File: config.mk
export PLATFORM = sky130hd
export DESIGN_NAME = sbox_sched
export DESIGN_NICKNAME = d
export VERILOG_FILES = /design/src/rtl/aes_pkg.sv /design/src/rtl/sbox.sv /design/src/rtl/sbox_sched.sv
export SDC_FILE = /design/constraint.sdc
export NUM_CORES = 2
export LEC_CHECK = 0
export ABC_CLOCK_PERIOD_IN_PS = 23000
export CAP_MARGIN = 20
export CORE_UTILIZATION = 45
export DETAILED_ROUTE_END_ITERATION = 7
export HOLD_SLACK_MARGIN = 0.03
export PLACE_DENSITY = 0.61
export SLEW_MARGIN = 20
export SYNTH_ARGS = -nofsm -noshare
export SYNTH_HDL_FRONTEND = slang
export SYNTH_HIERARCHICAL = 1
export SYNTH_SLANG_ARGS = --single-unit
File: constraint.sdc
create_clock -name clk -period 23 [get_ports clk]
set_input_delay 2.3 -clock clk [delete_from_list [all_inputs] [get_ports clk]]
set_output_delay 2.3 -clock clk [all_outputs]
set_load 0.01 [all_outputs]
File: src/rtl/aes_pkg.sv
// Shared types, default job sizes and GF(2^8) helpers for the AES S-box scheduler.
package aes_pkg;

  localparam int NB_DATA_DEF = 16;
  localparam int NB_KEY_DEF  = 4;

  typedef enum logic [1:0] {
    ST_IDLE = 2'd0,
    ST_KEY  = 2'd1,
    ST_DATA = 2'd2
  } sched_state_t;

  // Multiply in GF(2^8) modulo x^8 + x^4 + x^3 + x + 1.
  function automatic logic [7:0] gf_mul(input logic [7:0] a, input logic [7:0] b);
    logic [7:0] p;
    logic [7:0] aa;
    logic [7:0] bb;
    logic       hi;
    p  = 8'h00;
    aa = a;
    bb = b;
    for (int i = 0; i < 8; i++) begin
      if (bb[0]) p = p ^ aa;
      hi = aa[7];
      aa = {aa[6:0], 1'b0};
      if (hi) aa = aa ^ 8'h1b;
      bb = {1'b0, bb[7:1]};
    end
    return p;
  endfunction

  // x^254 is the multiplicative inverse; zero maps to zero.
  function automatic logic [7:0] gf_inv(input logic [7:0] x);
    logic [7:0] r;
    logic [7:0] p;
    r = 8'h01;
    p = x;
    for (int i = 1; i < 8; i++) begin
      p = gf_mul(p, p);
      r = gf_mul(r, p);
    end
    return r;
  endfunction

  function automatic logic [7:0] rotl8(input logic [7:0] v, input int n);
    logic [7:0] r;
    r = v;
    for (int i = 0; i < n; i++) r = {r[6:0], r[7]};
    return r;
  endfunction

  function automatic logic [7:0] aes_affine(input logic [7:0] b);
    return b ^ rotl8(b, 1) ^ rotl8(b, 2) ^ rotl8(b, 3) ^ rotl8(b, 4) ^ 8'h63;
  endfunction

endpackage

File: src/rtl/sbox.sv
// Combinational AES S-box: field inverse followed by the affine map.
module sbox
  import aes_pkg::*;
(
  input  logic [7:0] a,
  output logic [7:0] s
);

  always_comb begin
    s = aes_affine(gf_inv(a));
  end

endmodule

File: src/rtl/sbox_sched.sv
// Time-shares one S-box between a key requester (SubWord) and a data requester
// (SubBytes), one byte per cycle; key jobs win at job boundaries, no preemption.
module sbox_sched
  import aes_pkg::*;
#(
  parameter int NB_DATA = NB_DATA_DEF,
  parameter int NB_KEY  = NB_KEY_DEF
) (
  input  logic                   clk,
  input  logic                   rst,
  input  logic                   d_start,
  input  logic [8*NB_DATA-1:0]   d_in,
  output logic                   d_rdy,
  output logic                   d_done,
  output logic [8*NB_DATA-1:0]   d_out,
  input  logic                   k_start,
  input  logic [8*NB_KEY-1:0]    k_in,
  output logic                   k_rdy,
  output logic                   k_done,
  output logic [8*NB_KEY-1:0]    k_out
);

  localparam int CW = (NB_DATA > 1) ? $clog2(NB_DATA) : 1;
  localparam int KW = (NB_KEY > 1) ? $clog2(NB_KEY) : 1;

  sched_state_t state, state_nx;
  logic [CW-1:0] cnt;
  logic k_pend, d_pend;
  logic k_acc, d_acc;
  logic k_last, d_last;
  logic k_take, d_take;
  logic boundary;

  logic [8*NB_KEY-1:0]  k_sh, k_work, k_work_nx, k_out_r;
  logic [8*NB_DATA-1:0] d_sh, d_work, d_work_nx, d_out_r;
  logic k_done_r, d_done_r;

  logic [KW-1:0] k_idx;
  logic [7:0]    sb_in, sb_out;

  assign k_rdy  = ~k_pend & (state != ST_KEY);
  assign d_rdy  = ~d_pend & (state != ST_DATA);
  assign k_acc  = k_start & k_rdy;
  assign d_acc  = d_start & d_rdy;
  assign k_last = (state == ST_KEY)  && (cnt == CW'(NB_KEY - 1));
  assign d_last = (state == ST_DATA) && (cnt == CW'(NB_DATA - 1));

  assign k_done = k_done_r;
  assign d_done = d_done_r;
  assign k_out  = k_out_r;
  assign d_out  = d_out_r;

  // A request accepted this very cycle can start at the same edge, so an
  // idle scheduler begins the job on the cycle right after acceptance.
  always_comb begin
    state_nx = state;
    k_take   = 1'b0;
    d_take   = 1'b0;
    boundary = (state == ST_IDLE) | k_last | d_last;
    if (boundary) begin
      if (k_pend | k_acc) begin
        state_nx = ST_KEY;
        k_take   = 1'b1;
      end else if (d_pend | d_acc) begin
        state_nx = ST_DATA;
        d_take   = 1'b1;
      end else begin
        state_nx = ST_IDLE;
      end
    end
  end

  assign k_idx = cnt[KW-1:0];

  always_comb begin
    sb_in = 8'h00;
    if (state == ST_KEY)       sb_in = k_sh[8*k_idx +: 8];
    else if (state == ST_DATA) sb_in = d_sh[8*cnt +: 8];
  end

  sbox u_sbox (
    .a (sb_in),
    .s (sb_out)
  );

  always_comb begin
    k_work_nx = k_work;
    d_work_nx = d_work;
    if (state == ST_KEY)  k_work_nx[8*k_idx +: 8] = sb_out;
    if (state == ST_DATA) d_work_nx[8*cnt +: 8]   = sb_out;
  end

  always_ff @(posedge clk) begin
    if (rst) begin
      state    <= ST_IDLE;
      cnt      <= '0;
      k_pend   <= 1'b0;
      d_pend   <= 1'b0;
      k_sh     <= '0;
      d_sh     <= '0;
      k_work   <= '0;
      d_work   <= '0;
      k_out_r  <= '0;
      d_out_r  <= '0;
      k_done_r <= 1'b0;
      d_done_r <= 1'b0;
    end else begin
      state    <= state_nx;
      cnt      <= boundary ? '0 : cnt + CW'(1);
      k_pend   <= (k_pend | k_acc) & ~k_take;
      d_pend   <= (d_pend | d_acc) & ~d_take;
      if (k_acc) k_sh <= k_in;
      if (d_acc) d_sh <= d_in;
      k_work   <= k_work_nx;
      d_work   <= d_work_nx;
      // Visible results change only together with the done pulse.
      if (k_last) k_out_r <= k_work_nx;
      if (d_last) d_out_r <= d_work_nx;
      k_done_r <= k_last;
      d_done_r <= d_last;
    end
  end

endmodule

==> metrics <==
outcome finished clean; Worst-Skew Late Latency 600 ps; share of the synthesized area in the top cell type 28.9%; share of cells above drive strength 1 7.89%; Setup crit end kind register; crit path max fanout 29; synthesized area 33,900 µm²; Setup Viol. Count Final 0; Routed WL per cell 20.3 µm; CTS H-tree depth 2; Top Ports 328; dominant synthesized flop cell dfxtp_1; mean post-synth cell area 8.21 µm²; CTS root buffer clkbuf_16; CP Class register to register; DR pass1 iterations 5; Worst EP required 23,500 ps; Final GP Congestion 0.907; clock buffer depth 3; post-CTS sizing 0; buffers and inverters on the worst path 7; residual DRC count 0; largest net degree at the start of global routing 224; final hold vios 0; Synth area leader dfxtp_1; Final nets 4,457; asr flop ratio synth 0%; DIE HEIGHT 276 µm; core area 74,400 µm²; Slew HR 25.5%; TNS Setup 0 ps; cts bufs inserted 48; Slowest cell on crit path dfxtp_2; Site Rows 100; clock sinks 490; Post-DP HPWL 76,200 µm; vias in the first global route 27,770; gr usage total 27.1%; Reg clk slew, reported paths 70 ps; Slew @ Worst Pin 1120 ps; arrival time worst endpoint 21,660 ps; post-route minimum period 21,160 ps; antenna-violating nets left 0; first-pass GRT wire length 166,000 µm; GRT overflow 0; setup repair bufs after CTS 0; RSZ-0062 raised after global routing false; Area Growth Syn to Fin 16.9%; vias post-DR 29,822; # port buffers 327; MaxCap Viol Count 0; Die X 276 µm; max-slew violations 0; final worst-path cycle share 92.0%; Starting Density 45.5%; CTS tree built; number of synthesized flops with an enable pin 0; Routed WL 107,000 µm; Synthesized Nets 4,304; DRT iter0 DRCs 2,621; Mapped Cells 4,127; drt via density 5.64; antenna violations before repair 3; timing-limited maximum frequency 47.3 MHz; cell family with most CP delay XOR/XNOR gates; Setup Skew 39.0 ps; type of the most critical hold path register to register; Setup crit start kind register; Seq/Total Area, Yosys 28.9%; library cells used by synthesis 96; CP max stage delay 910 ps; DIE AREA 76,400 µm²; #FFs+latches synth 490; Area contributors post-synth dfxtp_1 29%, xnor2_1 11%, nand2_1 6.5%, nor2_1 5.9%, a21oi_1 5.1%; most used cell, CP xnor2_1; hold_buf cts 0; YS warnings 6
[state kept, by name (all words and copies together) (netlist names)]
name,count
d_out,128
d_sh,128
d_work,128
k_out,32
k_sh,32
k_work,32
cnt,4
state,2
d_done,1
d_pend,1
k_done,1
k_pend,1
[metal layers]
metal | routed length, µm | track usage [%]
met1 | 48300 | 37.6
met2 | 50000 | 44.2
met3 | 7110 | 4.54
met4 | 1770 | 5.40
met5 | 0 | 0
[logic make-up (layout without fill, tap and decap cells)]
logic type | count (synthesis) | after routing | synth area share (%)
flops | 490 | 490 | 28.9
compound gates | 906 | 906 | 17.2
xor+xnor | 684 | 684 | 22.5
mux | 210 | 210 | 7.84
simple gates | 1481 | 1481 | 18.9
buf+inv | 343 | 536 | 4.13
other cells | 0 | 3 | 0
fa+ha+maj | 13 | 13 | 0.480
[cell usage after synthesis, types with 30 or more instances]
master	n
o22ai_1	30
a211oi_1	102
and3_1	43
clkbuf_1	215
a21oi_1	342
nand2_1	583
nor2_1	537
mux4_2	43
inv_1	31
xnor2_1	434
buf_2	66
a31oi_1	54
xor2_1	122
dfxtp_1	490
a22oi_1	36
xnor3_1	72
nor3_1	40
o21bai_1	36
nand3_1	119
o21ai_0	106
mux2i_1	154
[tightest hold or removal path: cells and delay by family, from the launching register on]
| kind | cells | cell delay (ps) |
|---|---|---|
| and+or+nand+nor | 1 | 50 |
| DFF | 1 | 310 |
| AOI/OAI and AO/OA | 1 | 50 |
[final timing paths]
path / start / end / slack [ps] / cells past startpoint
worst max-delay path: cnt[0] / k_out[24] / 1840 / 65
worst min register to register: d_sh[114] / d_sh[114] / 450 / 2
worst max register to register: cnt[0] / k_out[24] / 1840 / 65
worst min-delay path: d_sh[114] / d_sh[114] / 450 / 2
[per-stage QoR]
stage / hold WS (ps) / setup slack [ps] / util [%] / area [µm²] / cells
final: 453 / 1840 / 53.2 / 39600 / 5292
after CTS: 453 / 2050 / 53.1 / 39500 / 5288
after floorplan: 433 / 5050 / - / 33900 / 4127
after global routing: 466 / 331 / 53.2 / 39600 / 5292
after detailed placement: 445 / 2190 / 50.9 / 37900 / 5198
after global placement: 440 / 2500 / 50.9 / 37900 / 5198
[cell type report]
class,count,area (µm²)
Fill cell,7021,34800
Multi-Input combinational cell,3294,22900
Clock buffer,76,1440
Inverter,36,135
Timing Repair Buffer,410,3940
Tap cell,969,1210
Sequential cell,490,9810
Clock inverter,14,204
Antenna cell,3,7.51
[layout by cell type (no fill, tap or decap), drive strengths merged, types with 41 or more instances in the layout]
master	synthesis	routed
nor2	539	539
mux4	43	43
xor2	132	132
xnor3	78	78
nand3	119	119
nor3	41	41
nand2	583	583
a21oi	343	343
o21ai	134	134
clkdlybuf4s50	0	326
mux2i	155	155
a31oi	54	54
dfxtp	490	490
clkbuf	215	76
xnor2	465	465
buf	92	84
and3	43	43
a211oi	125	125
Power is left out: the tool's default activity adds up to more than one toggle a clock period on the data nets, which glitch-free logic cannot reach.
